`config.mk`:
```
export PLATFORM = sky130hd
export DESIGN_NAME = frame_fifo_feeder
export DESIGN_NICKNAME = d
export VERILOG_FILES = /design/src/rtl/frame_fifo_feeder.sv
export SDC_FILE = /design/constraint.sdc
export NUM_CORES = 1
export LEC_CHECK = 0
export BUFFER_PORTS_ARGS = -buffer_cell sky130_fd_sc_hd__buf_2
export CORE_UTILIZATION = 45
export DETAILED_ROUTE_END_ITERATION = 7
export PLACE_DENSITY = 0.67
export RECOVER_POWER = 50
export SYNTH_ARGS = -nofsm -noshare
export SYNTH_HDL_FRONTEND = slang
export SYNTH_SLANG_ARGS = --single-unit
```
`constraint.sdc`:
```
create_clock -name clock -period 7.4 [get_ports clock]
set_clock_uncertainty 0.05 [all_clocks]
set_input_delay 1.11 -clock clock [delete_from_list [all_inputs] [get_ports clock]]
set_output_delay 1.11 -clock clock [all_outputs]
set_load 0.1 [all_outputs]
```
`src/rtl/frame_fifo_feeder.sv`:
```
// frame_fifo_feeder: accepts a framed pixel stream and writes exactly-sized
// frames into the output FIFO. Short frames are passed through and counted.
// Long frames are truncated at width*height and the rest is drained.
// Input stops after num_frame frames (0 = run forever).
module frame_fifo_feeder #(
    parameter int DWIDTH = 24
) (
    input  logic              clock,
    input  logic              reset,
    input  logic [10:0]       width,
    input  logic [10:0]       height,
    input  logic [10:0]       num_frame,
    input  logic              in_valid,
    output logic              in_ready,
    input  logic [DWIDTH-1:0] in_data,
    input  logic              in_sop,
    input  logic              in_eop,
    output logic              fifo_wrreq,
    output logic [DWIDTH-1:0] fifo_data,
    input  logic              fifo_full,
    output logic [10:0]       frame_cnt,
    output logic [7:0]        short_err_cnt,
    output logic [7:0]        long_err_cnt,
    output logic              done
);

    typedef enum logic [1:0] {
        ST_IDLE,
        ST_ACTIVE,
        ST_DRAIN,
        ST_DONE
    } state_t;

    state_t      state_q, state_d;
    logic [21:0] pix_cnt_q, pix_cnt_d;
    logic [21:0] frame_size_q, frame_size_d;
    logic [10:0] frame_cnt_q, frame_cnt_d;
    logic [7:0]  short_err_q, short_err_d;
    logic [7:0]  long_err_q, long_err_d;
    logic        done_q, done_d;

    logic        ready_raw;
    logic        accept;
    logic        write_beat;
    logic [21:0] sof_size;
    logic [21:0] pix_next;
    logic [1:0]  frame_inc;
    logic [1:0]  short_inc;
    logic        long_inc;

    // Saturating add for the 8-bit error counters; one beat can add at most 2.
    function automatic logic [7:0] sat_add8(input logic [7:0] cnt, input logic [1:0] inc);
        logic [8:0] sum;
        sum = {1'b0, cnt} + {7'd0, inc};
        return sum[8] ? 8'hFF : sum[7:0];
    endfunction

    assign sof_size = 22'(width) * 22'(height);
    assign pix_next = pix_cnt_q + 22'd1;

    // Ready is combinational from FIFO back-pressure. A SOF beat seen while
    // draining is written to the FIFO, so it waits for space like any other
    // written beat; non-SOF drain beats are always swallowed.
    always_comb begin
        ready_raw = 1'b0;
        case (state_q)
            ST_IDLE, ST_ACTIVE: ready_raw = !fifo_full;
            ST_DRAIN:           ready_raw = !(in_sop && fifo_full);
            default:            ready_raw = 1'b0;
        endcase
    end

    assign in_ready   = ready_raw && !reset;
    assign accept     = in_valid && in_ready;
    assign fifo_wrreq = accept && write_beat;
    assign fifo_data  = in_data;

    // Frame tracking: decides per accepted beat whether it is written, where
    // the frame ends, and which counters move.
    always_comb begin
        // NOTE: every signal written here gets a default first, so no path
        // leaves it unassigned and no latch is inferred.
        state_d      = state_q;
        pix_cnt_d    = pix_cnt_q;
        frame_size_d = frame_size_q;
        write_beat   = 1'b0;
        frame_inc    = 2'd0;
        short_inc    = 2'd0;
        long_inc     = 1'b0;

        if (accept) begin
            if (in_sop) begin
                // A SOF inside a frame closes the previous one as short.
                if (state_q == ST_ACTIVE) begin
                    frame_inc = frame_inc + 2'd1;
                    short_inc = short_inc + 2'd1;
                end
                frame_size_d = sof_size;
                if (sof_size == 22'd0) begin
                    // Zero-sized frame: nothing written, rest of frame dropped.
                    long_inc  = 1'b1;
                    frame_inc = frame_inc + 2'd1;
                    state_d   = in_eop ? ST_IDLE : ST_DRAIN;
                end else begin
                    write_beat = 1'b1;
                    pix_cnt_d  = 22'd1;
                    if (sof_size == 22'd1) begin
                        // First pixel is also the last expected one.
                        frame_inc = frame_inc + 2'd1;
                        if (in_eop) begin
                            state_d = ST_IDLE;
                        end else begin
                            long_inc = 1'b1;
                            state_d  = ST_DRAIN;
                        end
                    end else if (in_eop) begin
                        short_inc = short_inc + 2'd1;
                        frame_inc = frame_inc + 2'd1;
                        state_d   = ST_IDLE;
                    end else begin
                        state_d = ST_ACTIVE;
                    end
                end
            end else begin
                case (state_q)
                    ST_ACTIVE: begin
                        write_beat = 1'b1;
                        pix_cnt_d  = pix_next;
                        if (pix_next == frame_size_q) begin
                            frame_inc = 2'd1;
                            if (in_eop) begin
                                state_d = ST_IDLE;
                            end else begin
                                long_inc = 1'b1;
                                state_d  = ST_DRAIN;
                            end
                        end else if (in_eop) begin
                            short_inc = 2'd1;
                            frame_inc = 2'd1;
                            state_d   = ST_IDLE;
                        end
                    end
                    ST_DRAIN: begin
                        if (in_eop) begin
                            state_d = ST_IDLE;
                        end
                    end
                    default: begin
                        // Stray beat outside a frame: dropped silently.
                    end
                endcase
            end
        end
    end

    // Counter updates and the frame-limit stop. The limit is compared every
    // cycle so a num_frame lowered mid-run still stops the block.
    always_comb begin
        frame_cnt_d = frame_cnt_q + {9'd0, frame_inc};
        short_err_d = sat_add8(short_err_q, short_inc);
        long_err_d  = sat_add8(long_err_q, {1'b0, long_inc});
        done_d      = done_q;
        if (state_q == ST_DONE) begin
            done_d = 1'b1;
        end else if ((num_frame != 11'd0) && (frame_cnt_d >= num_frame)) begin
            done_d = 1'b1;
        end
    end

    // State and counter registers.
    always_ff @(posedge clock or posedge reset) begin
        if (reset) begin
            state_q      <= ST_IDLE;
            pix_cnt_q    <= '0;
            frame_size_q <= '0;
            frame_cnt_q  <= '0;
            short_err_q  <= '0;
            long_err_q   <= '0;
            done_q       <= 1'b0;
        end else begin
            // NOTE: non-blocking assignments so every flop samples the values
            // from before this edge, independent of statement order.
            state_q      <= done_d ? ST_DONE : state_d;
            pix_cnt_q    <= pix_cnt_d;
            frame_size_q <= frame_size_d;
            frame_cnt_q  <= frame_cnt_d;
            short_err_q  <= short_err_d;
            long_err_q   <= long_err_d;
            done_q       <= done_d;
        end
    end

    assign frame_cnt     = frame_cnt_q;
    assign short_err_cnt = short_err_q;
    assign long_err_cnt  = long_err_q;
    assign done          = done_q;

endmodule

```
# [After elaboration in Yosys (flattened, before gate mapping)]
# Index checks and enable logic that the tools add are counted.
# W data, S select, Z words.
[word_totals] regBits=74 in_bits=63 out_inout_bits=54
[classes] add_sub_neg=5 mul=1 magnitude_cmp=1 eq_ne=6 muxes=46 n_reduce_logical=18
[op_table] operator="$mux W22" n=3
[op_table] operator="$mux W2" n=19
[op_table] operator="$add A22 B1 Y22 const B" n=1
[op_table] operator="$eq A22 B1 Y1 const B" n=1
[op_table] operator="$eq A22 B22 Y1" n=1
[op_table] operator="$logic_not A22 Y1" n=1
[op_table] operator="$mul A11 B11 Y22" n=1
[op_table] operator="$mux W1" n=20
[op_table] operator="$mux W8" n=2
[op_table] operator="$add A11 B2 Y11" n=1
[op_table] operator="$ge A11 B11 Y1" n=1
[op_table] operator="$reduce_bool A11 Y1" n=1
[op_table] operator="$add A8 B1 Y9" n=1
[op_table] operator="$add A8 B2 Y9" n=1
[op_table] operator="$logic_and A1 B1 Y1" n=5
[op_table] operator="$eq A2 B2 Y1 const B" n=2
[op_table] operator="$pmux W2 S2" n=1
[op_table] operator="$reduce_and A2 Y1" n=2
[op_table] operator="$reduce_bool A2 Y1" n=2
[op_table] operator="$reduce_bool A4 Y1" n=1
[op_table] operator="$logic_not A1 Y1" n=3
[op_table] operator="$reduce_and A3 Y1" n=1
[op_table] operator="$add A2 B1 Y2 const B" n=1
[op_table] operator="$eq A2 B1 Y1 const B" n=1
[op_table] operator="other kinds (4)" n=4

# [Depth between registers and ports, before layout]
# Gate-level depths: netlist (run 1).
[logic_depth] word_depth=19 mapped_depth=35 depth_no_buf=33

# [Worst setup path after synthesis (run 1)]
# OpenSTA, ideal clock, no wires.
[synth_path] path_type="input-to-output" from="input in_sop" to="output fifo_wrreq" arrival_ns=8.636 required_ns=6.240 setup_slack_ns=-2.396 cell_stages=7 path_buffers=2 cell_sequence="buf_2 -> nand2b_1 -> a2111oi_0 -> and2_0 -> clkbuf_1 -> nand2_1 -> nor2b_1"
[synth_between] elab_chain_len=7
[synth_lines] element="start: declaration" line="16" source="input logic in_sop,"
[synth_lines] element="$logic_and A1 B1 Y1 (*)" line="68" source="ST_DRAIN: ready_raw = !(in_sop && fifo_full);"
[synth_lines] element="$logic_not A1 Y1 (*)" line="68"
[synth_lines] element="$pmux W1 S2 (*)" line="66" source="case (state_q)"
[synth_lines] element="$logic_and A1 B1 Y1 (*)" line="73" source="assign in_ready = ready_raw && !reset;"
[synth_lines] element="net in_ready" line="14" source="output logic in_ready,"
[synth_lines] element="$logic_and A1 B1 Y1 (*)" line="74" source="assign accept = in_valid && in_ready;"
[synth_lines] element="$mux W1" line="91" source="if (accept) begin"
[synth_lines] element="$logic_and A1 B1 Y1 (*)" line="75" source="assign fifo_wrreq = accept && write_beat;"
[synth_lines] element="end: declaration" line="18" source="output logic fifo_wrreq,"
# Mark *: on every way through the listed nets, which the timed path passes. The rest lies on a longest branch.

# [Worst setup path after layout (run 1)]
[layout_path] from="input width[7]" to="register state_q[1]"
[layout_between] elab_chain_len=13
[layout_lines] element="start: declaration" line="10" source="input logic [10:0] width,"
[layout_lines] element="$mul A11 B11 Y22 (*)" line="58" source="assign sof_size = 22'(width) * 22'(height);"
[layout_lines] element="$eq A22 B1 Y1" line="107" source="if (sof_size == 22'd1) begin"
[layout_lines] element="$mux W2" line="107"
[layout_lines] element="$mux W2 (*)" line="99" source="if (sof_size == 22'd0) begin"
[layout_lines] element="$mux W2 (*)" line="92" source="if (in_sop) begin"
[layout_lines] element="$mux W2 (*)" line="91"
[layout_lines] element="$add A11 B2 Y11 (*)" line="159" source="frame_cnt_d = frame_cnt_q + {9'd0, frame_inc};"
[layout_lines] element="net frame_cnt_d[1]" line="37" source="logic [10:0] frame_cnt_q, frame_cnt_d;"
[layout_lines] element="$ge A11 B11 Y1 (*)" line="165" source="end else if ((num_frame != 11'd0) && (frame_cnt_d >= num_frame)) begin"
[layout_lines] element="$logic_and A1 B1 Y1 (*)" line="165"
[layout_lines] element="$mux W1 (*)" line="165"
[layout_lines] element="$mux W1 (*)" line="163" source="if (state_q == ST_DONE) begin"
[layout_lines] element="net done_d" line="40" source="logic done_q, done_d;"
[layout_lines] element="$reduce_bool A4 Y1 (no source line) or $reduce_bool A2 Y1 (tied branches)"
[layout_lines] element="$reduce_and A2 Y1 (no source line)"
[layout_lines] element="end signal: assignment" line="183" source="state_q <= done_d ? ST_DONE : state_d;"
[layout_lines] element="end: declaration" line="34" source="state_t state_q, state_d;"
# Mark *: on every way through the listed nets, which the timed path passes. The rest lies on a longest branch. The select of a mux whose other input is x is not followed.
# A chain may end at the register's enable or synchronous reset.

==> results_dict.tcl, run 1 <==
set metrics [dict create \
    synth_edf_count 0 \
    syn_inst 1073 \
    cts.sinks 74 \
    wl_mm 22.6 \
    num_antenna_cells 0 \
    gp_congestion 0.871 \
    grt_pass1_wl_mm 38.6 \
    vias 7802 \
    die_h_um 146 \
    grt_max_degree 45 \
    gr-total-overflow 0 \
    cp.arrival_ns 8.41 \
    rsz0062_at_grt "yes" \
    fin_total_pwr_mw 4.97 \
    wl_per_cell_um 15.2 \
    hold_class "reg2reg" \
    slowest_delay_ns 0.52 \
    ys_async_sr_fraction_pct 100 \
    gr-max-usage-layer "met2" \
    numCtsBuffers 9 \
    cp-end-kind "register" \
    slew_violations 45 \
    yosysWarnings 0 \
    period_needed_ns 8.24 \
    path_class "in2reg" \
    antenna_found_initial 0 \
    drv_cap 1 \
    fillers 1808 \
    maxSlewHeadroom_pct -55.1 \
    grtUsageMet1_pct 28.6 \
    hold_buffers 0 \
    clkTransAtPathRegs_ns 0.07 \
    hold_viol 0 \
    outcome "finished, violations left" \
    met3_usage_pct 1.38 \
    layout.nets 1440 \
    drive_gt1_share_pct 29.5 \
    root_buffer "clkbuf_16" \
    drc_errors 0 \
    crit_fanout 8 \
    setup_viol 12 \
    violations "capacitance limit, slew limit, setup timing" \
    fmax_ghz 0.121 \
    fin_ws_ns -0.842 \
    tns_ns -3.33 \
    initial_core_util_pct 46.0 \
    place_hpwl_mm 17.8 \
    worst_ep_required_time_ns 7.57 \
    ant_nets 0 \
    clk_latency_ns 0.34 \
    cts.path.max_buffers 2 \
    syn-num-nets 1301 \
    drt_iter0_drc 321 \
    cts_tree "done" \
    io_pins 117 \
    synth.avg_cell_area_um2 8.69 \
    syn_area_um2 9330 \
    first_pass_iters 4 \
    placementRows 52 \
    max-vdd-ir-drop_uv 387 \
    die_x_um 146 \
    hold_ws_ns 0.447 \
    grt_pass1_vias 8097 \
    grt_use_total_pct 21.7 \
    syn2layout_area_growth_pct 26.2 \
    dieArea_um2 21300 \
    period_share_pct 111 \
    power.leakage_nw 5.81 \
    met2_usage_pct 38.4 \
    io_buffers 68 \
    htree_levels 3 \
    coreArea_um2 20300 \
    cellPowerDensity_nw_per_um2 422 \
    ys_seq_area_share_pct 19.8 \
    cp-start-kind "input port" \
    ys.flop_type "dfrtp_1" \
    crit_slowest_cell "fa_1" \
    synth_cell_types 74 \
    via_per_inst 5.25 \
    ys_ff_latch 74 \
    worst_pin_slew_ns 2.33 \
]
per-stage QoR:
stage	worst slack [ns]	std cells	cell area [µm²]	util, %
after floorplan	-1.05	1073	9710	-
after global placement	-1.40	1460	10800	53.0
after detailed placement	-1.52	1460	10800	53.0
after CTS	-0.911	1484	11500	56.7
after global routing	-1.11	1487	11800	58.0
final	-0.842	1487	11800	58.0
metal layers:
| layer | share of wire, % | vias to the layer above |
|---|---|---|
| met1 | 46 | 3805 |
| met4 | 1.9 | 0 |
| met2 | 50 | 130 |
| li1 | - | 3830 |
| met5 | 0 | - |
| met3 | 2.1 | 37 |
cells in the mapped netlist, types with 10 or more instances:
library cell / instances / area [µm²]
clkbuf_1: 44 / 165
nor3_1: 16 / 80.1
and3_1: 13 / 81.3
nand3_1: 37 / 185
dfrtp_1: 74 / 1850
buf_4: 24 / 180
a31oi_1: 11 / 68.8
nand2b_1: 10 / 62.6
xor2_1: 27 / 236
nand2_1: 123 / 462
and2_1: 84 / 526
a21o_1: 16 / 120
xnor2_1: 38 / 333
inv_1: 123 / 462
fa_1: 82 / 1640
ha_1: 83 / 1040
a21oi_2: 20 / 175
a21oi_1: 49 / 245
o21ai_0: 22 / 110
nor2_1: 35 / 131
cell type report:
class | count | area, µm² | share of cell area, %
clock inverter | 7 | 100 | 0.850
multi-input combinational | 794 | 7220 | 61.3
inverter | 123 | 464 | 3.94
timing repair buffer | 210 | 1580 | 13.4
sequential | 74 | 1850 | 15.7
clock buffer | 9 | 225 | 1.91
tap | 270 | 338 | 2.87
worst max-delay path, delay by kind of cell:
kind,cells,cell delay [ns]
adders and majority gates,9,3.56
AOI/OAI and AO/OA,11,1.83
and+or+nand+nor,6,1.47
buffers and inverters,7,0.44
flip-flops by register name, summed over array words and instances (netlist names):
| name | count |
|---|---|
| state_q | 2 |
| pix_cnt_q | 22 |
| long_err_cnt | 8 |
| done | 1 |
| frame_cnt | 11 |
| frame_size_q | 22 |
| short_err_cnt | 8 |
placed cells by master, fill, tap and decap left out, types with 11 or more instances in the layout:
cell	n
a21o_1	16
buf_2	49
inv_1	114
and2_4	16
xnor2_1	34
a21oi_2	24
nand3_1	35
dfrtp_1	74
and3_1	11
ha_1	68
nor2_1	32
o21ai_0	17
and2_1	68
fa_1	79
nor3_1	13
buf_4	137
nand2_1	112
ha_4	12
a21oi_1	40
xor2_1	24
buf_6	18
cell families after synthesis:
kind of cell / after synthesis / synth area share (%)
DFF: 74 / 19.8
adders and majority gates: 165 / 28.7
AOI/OAI and AO/OA: 185 / 13.9
muxes: 5 / 0.550
xor gates and xnor gates: 65 / 6.10
and+or+nand+nor: 374 / 21.3
buffers and inverters: 205 / 9.58
path summary, 6_finish.rpt:
| kind | start | endpoint | slack [ns] | cells after the start |
|---|---|---|---|---|
| worst max-delay path | width[7] | state_q[1] | -0.84 | 33 |
| worst min-delay path | long_err_cnt[6] | long_err_cnt[6] | 0.45 | 1 |
| max in group asynchronous | reset | frame_size_q[11] | 3.47 | 3 |
| worst min register to register | long_err_cnt[6] | long_err_cnt[6] | 0.45 | 1 |
| worst max register to register | pix_cnt_q[0] | state_q[1] | 1.77 | 23 |
| min in group asynchronous | reset | short_err_cnt[0] | 1.05 | 2 |
power by group:
| group | switching (mW) | total, mW | internal [mW] |
|---|---|---|---|
| Combinational | 1.95 | 4.01 | 2.06 |
| Sequential | 0.0394 | 0.481 | 0.442 |
| Clock | 0.179 | 0.478 | 0.298 |
what timing repair did:
| item | in CTS | in global routing |
|---|---|---|
| pin swaps | 34 | 50 |
| endpoints found under the setup margin | 15 | 16 |
| buffers inserted | 12 | 4 |
| resized for setup | 81 | 58 |
No activity file was read; power rests on OpenSTA's default activity.
==> run 2, diff against run 1 <==
- CORE_MARGIN: unset -> 10
==> run 2 against run 1 <==
Against the previous run:
- the run still ends with capacitance limit, slew limit, setup timing left
- clock-buffer cell count grew 1
- global-route usage decreased by 4.6 points
- critical path type unchanged
- maximum frequency is 1.1% higher
- largest power group unchanged
- final area fell by 0.72%
- sequential cell count did not move
- total power up 5.5%
- highest routed layer unchanged
- critical endpoint unchanged
- sequential power hardly changed
- combinational power up 7.5%
==> results_dict.tcl, run 2 (synthesis gave the netlist of run 1 again) <==
set metrics [dict create \
    outcome "finished, violations left" \
    violations "capacitance limit, slew limit, setup timing" \
    htree_levels 3 \
    reg2reg_to "state_q[1]" \
    drive_gt1_share_pct 27.8 \
    final_common_cell "buf_4" \
    num_antenna_cells 0 \
    cts.path.max_buffers 2 \
    hold_path_depth 2 \
    cp-end-kind "register" \
    hold_viol 0 \
    r2r_cells 23 \
    drt_iter0_drc 311 \
    path_class "in2reg" \
    period_share_pct 110 \
    worst_ep_required_time_ns 7.57 \
    cts_tree "done" \
    wl_per_cell_um 15.5 \
    clkTransAtPathRegs_ns 0.06 \
    place_hpwl_mm 18.2 \
    hold_buffers 0 \
    multiInputGateArea_um2 7070 \
    maxSlewHeadroom_pct -55.7 \
    crit_fanout 8 \
    final_cells 1491 \
    worst_pin_slew_ns 2.34 \
    initial_core_util_pct 46.0 \
    crit_slowest_cell "fa_2" \
    root_buffer "clkbuf_16" \
    cp.arrival_ns 8.33 \
    rsz0062_at_grt "yes" \
    cellPowerDensity_nw_per_um2 449 \
    hold_class "reg2reg" \
    holdCritStartpoint "frame_size_q[3]" \
    period_needed_ns 8.16 \
    die_x_um 164 \
    cts.sinks 74 \
    gp_congestion 0.902 \
    slew_violations 45 \
    power.leakage_nw 5.80 \
    grt_pass1_vias 7935 \
    fmax_ghz 0.123 \
    via_per_inst 5.23 \
    numPlacedInstances 1450 \
    coreArea_um2 20300 \
    rr_startpoint "pix_cnt_q[0]" \
    grt_pass1_wl_mm 38.7 \
    antenna_found_initial 0 \
    dieArea_um2 26900 \
    max-vdd-ir-drop_uv 376 \
    tns_ns -5.92 \
    syn2layout_area_growth_pct 25.3 \
    setup_viol 12 \
    drc_errors 0 \
    slowest_delay_ns 0.55 \
    min_to "frame_size_q[3]" \
    clk_latency_ns 0.34 \
    grt_max_degree 45 \
    vias 7797 \
    reg2reg_slack_ns 1.83 \
    gr-total-overflow 0 \
    grt_use_total_pct 17.1 \
    seq_area_um2 1850 \
    ant_nets 0 \
    fin_ws_ns -0.756 \
    fillers 1771 \
    io_buffers 68 \
    layout_common_cells "buf_4 (135), nand2_1 (120), inv_1 (117)" \
    placementRows 52 \
    fin_total_pwr_mw 5.24 \
    die_h_um 164 \
    io_pins 117 \
    wl_mm 23.1 \
    layout.nets 1444 \
    cp-start-kind "input port" \
    crit_start "height[2]" \
    first_pass_iters 7 \
    drv_cap 1 \
    numCtsBuffers 9 \
]
==> run 2: cell count changes in the layout (fill, tap and decap cells not counted), sizes merged <==
cell | before | now
buf | 209 | 212
clkbuf | 10 | 12
bufinv | 2 | 1
clkinv | 3 | 2
clkinvlp | 0 | 1
==> run 2: worst max-delay path by stage <==
stage                 end  slack, ns  depth (start not counted)
4_1_cts        state_q[1]      -0.85                         34
3_3_place_gp   state_q[1]      -1.43                         32
2_1_floorplan  state_q[1]      -1.05                         35
3_5_place_dp   state_q[1]      -1.54                         32
6_report       state_q[1]      -0.76                         32
5_1_grt        state_q[1]      -1.02                         33
==> run 2: area by class of cell <==
type                       instances  area share, %
sequential                        74           15.8
clock buffer                      10           2.04
timing repair buffer             214           14.1
multi-input combinational        794           60.5
inverter                         123           3.97
tap                              270           2.89
clock inverter                     6          0.621
==> run 2: routing by layer <==
layer	vias up	wire length [µm]	share of wire, %	GRT usage (%)
met3	30	653	2.8	2.13
li1	3850	-	-	-
met4	0	347	1.5	3.70
met1	3792	10400	45	22.2
met5	-	0	0	0
met2	125	11600	50	29.8
==> run 2: critical path, delay by kind of cell <==
| kind | cells | cell delay [ns] |
|---|---|---|
| AND/OR/NAND/NOR | 7 | 1.48 |
| XOR/XNOR | 1 | 0.21 |
| AO/OA/AOI/OAI | 10 | 1.56 |
| buffers and inverters | 5 | 0.33 |
| adder cells (fa/ha/maj) | 9 | 3.64 |
==> run 2: timing repair <==
action | CTS | global route
resized for setup | 66 | 50
setup buffers | 16 | 9
setup endpoints to repair | 15 | 16
gates cloned | 1 | 0
pin swaps | 43 | 39
==> run 2: power breakdown <==
group / internal [mW] / switching [mW] / total [mW]
logic: 2.31 / 2.00 / 4.31
clock network: 0.274 / 0.181 / 0.454
registers: 0.442 / 0.0390 / 0.481
==> run 2: metrics by stage <==
stage / hold WS (ns) / cell area [µm²] / setup WS [ns] / utilization (%)
after floorplan: 0.405 / 9710 / -1.05 / -
after global placement: 0.435 / 10700 / -1.43 / 52.7
after detailed placement: 0.435 / 10700 / -1.54 / 52.7
after CTS: 0.450 / 11500 / -0.854 / 56.5
after global routing: 0.469 / 11700 / -1.02 / 57.6
final: 0.445 / 11700 / -0.756 / 57.6
==> run 3, diff against run 2 <==
- ABC_CLOCK_PERIOD_IN_PS: unset -> 7400
- CORE_UTILIZATION: 45 -> 55
- PLACE_DENSITY: 0.67 -> 0.79
==> run 3 against run 2 <==
Against the previous run:
- the run still ends with capacitance limit, slew limit, setup timing left
- final area decreased by 0.18%
- critical path depth increased by 1
- largest power group unchanged
- setup slack got worse by 0.17 ns
==> results_dict.tcl, run 3 (synthesis gave the netlist of run 1 again) <==
set metrics [dict create \
    pre_cts_slack_ns -1.55 \
    die_h_um 150 \
    fmax_ghz 0.120 \
    cts.sinks 74 \
    initial_core_util_pct 56.3 \
    grt_max_degree 45 \
    io_pins 117 \
    layout_common_cells "buf_4 (147), nand2_1 (116), inv_1 (115)" \
    period_needed_ns 8.33 \
    seq_area_um2 1850 \
    fin_ws_ns -0.929 \
    io_buffers 68 \
    cts_tree "done" \
    clk_latency_ns 0.35 \
    placementRows 47 \
    antenna_found_initial 0 \
    hold_class "reg2reg" \
    final_cells 1440 \
    cp-end-kind "register" \
    multiInputGateArea_um2 7210 \
    crit_fanout 7 \
    period_share_pct 113 \
    switching_share_pct 45.5 \
    vias 8188 \
    path_class "in2reg" \
    syn2layout_area_growth_pct 25.1 \
    slowest_delay_ns 0.56 \
    drt_iter0_drc 482 \
    htree_levels 3 \
    place_hpwl_mm 17.7 \
    grt_pass1_wl_mm 40.2 \
    root_buffer "clkbuf_16" \
    seqPwrFrac_pct 9.5 \
    wl_mm 24.7 \
    drc_errors 0 \
    place_area_um2 10700 \
    crit_buf_inv 7 \
    ant_nets 0 \
    dieArea_um2 22600 \
    rsz0062_at_grt "yes" \
    cp_top_family "adder cells" \
    fillers 1174 \
    cts.path.max_buffers 2 \
    hold_viol 0 \
    cellPowerDensity_nw_per_um2 434 \
    clockPowerShare_pct 9.5 \
    crit_slowest_cell "fa_1" \
    first_pass_iters 5 \
    grt_pass1_vias 8345 \
    drive_gt1_share_pct 29.3 \
    final_common_cell "buf_4" \
    die_x_um 150 \
    numCtsBuffers 9 \
    grt_use_total_pct 21.3 \
    coreArea_um2 16600 \
    p_sw_mw 2.31 \
    violations "capacitance limit, slew limit, setup timing" \
    cp.arrival_ns 8.52 \
    slew_violations 45 \
    gr-total-overflow 0 \
    num_antenna_cells 0 \
    worst_pin_slew_ns 2.35 \
    p_int_mw 2.76 \
    wl_per_cell_um 17.1 \
    power.leakage_nw 5.80 \
    numPlacedInstances 1404 \
    cp-start-kind "input port" \
    outcome "finished, violations left" \
    gp_congestion 0.903 \
    maxSlewHeadroom_pct -56.9 \
    max-vdd-ir-drop_uv 394 \
    via_per_inst 5.69 \
    clkTransAtPathRegs_ns 0.07 \
    setup_viol 12 \
    combPwrFrac_pct 81.0 \
    fin_total_pwr_mw 5.07 \
    layout.nets 1443 \
    drv_cap 1 \
    post-route-cell-area_um2 11700 \
    worst_ep_required_time_ns 7.59 \
]
[run 3: path summary, 6_finish.rpt]
kind / from / depth (start not counted) / endpoint / slack (ns)
setup / recovery: height[9] / 33 / state_q[1] / -0.93
hold / removal: long_err_cnt[6] / 1 / long_err_cnt[6] / 0.45
setup reg to reg: pix_cnt_q[0] / 23 / state_q[1] / 1.81
hold reg to reg: long_err_cnt[6] / 1 / long_err_cnt[6] / 0.45
max in group asynchronous: reset / 3 / pix_cnt_q[3] / 3.51
min in group asynchronous: reset / 2 / short_err_cnt[1] / 1.01
[run 3: power groups by stage]
stage                     Sequential [mW]  Combinational [mW]  Clock, mW
after CTS                           0.480                3.60      0.482
final                               0.481                4.11      0.480
after detailed placement            0.487                3.18          0
after global routing                0.487                4.39      0.497
after floorplan                     0.490                2.19          0
after global placement              0.485                3.09          0
[run 3: timing repair]
| action | CTS | global route |
|---|---|---|
| setup endpoints to repair | 15 | 25 |
| resized for setup | 73 | 44 |
| buffers inserted | 12 | 9 |
| pin swaps | 38 | 32 |
| hold buffers | 0 | 0 |
[run 3: through the flow]
stage	TNS, ns	util [%]	hold WS [ns]
final	-3.72	70.4	0.448
after global routing	-7.32	70.4	0.470
after CTS	-4.01	68.8	0.454
after detailed placement	-12.54	64.3	0.441
after global placement	-11.15	64.3	0.432
after floorplan	-3.74	-	0.405
[run 3: area by class of cell]
| type | instances | area share [%] |
|---|---|---|
| sequential | 74 | 15.9 |
| inverter | 123 | 3.98 |
| tap | 220 | 2.36 |
| multi-input combinational | 794 | 61.8 |
| clock buffer | 9 | 1.93 |
| timing repair buffer | 213 | 13.2 |
| clock inverter | 7 | 0.847 |
[run 3: worst register-to-register path, stage by stage (launching register included)]
cell,delay (ns)
dfrtp_1,0.46
ha_1,0.30
and4_1,0.35
nand3_1,0.27
nor2_1,0.27
nand3_1,0.17
xnor2_1,0.17
a2111oi_0,0.44
nand4b_1,0.36
a21oi_1,0.24
or3_1,0.15
ha_2,0.18
inv_2,0.04
fa_2,0.52
inv_2,0.05
ha_4,0.22
a21o_1,0.16
a21o_1,0.14
a21o_1,0.15
a21o_1,0.15
a21o_1,0.18
a21oi_2,0.15
o21ai_2,0.08
a211o_1,0.23
[run 3: layer usage]
metal | share of wire, % | vias up | GRT usage [%] | routed length [µm]
li1 | - | 3837 | - | -
met1 | 41 | 4040 | 26.1 | 10000
met2 | 52 | 252 | 38.2 | 12900
met3 | 4.4 | 59 | 2.76 | 1090
met4 | 2.7 | 0 | 6.17 | 664
met5 | 0 | - | 0 | 0
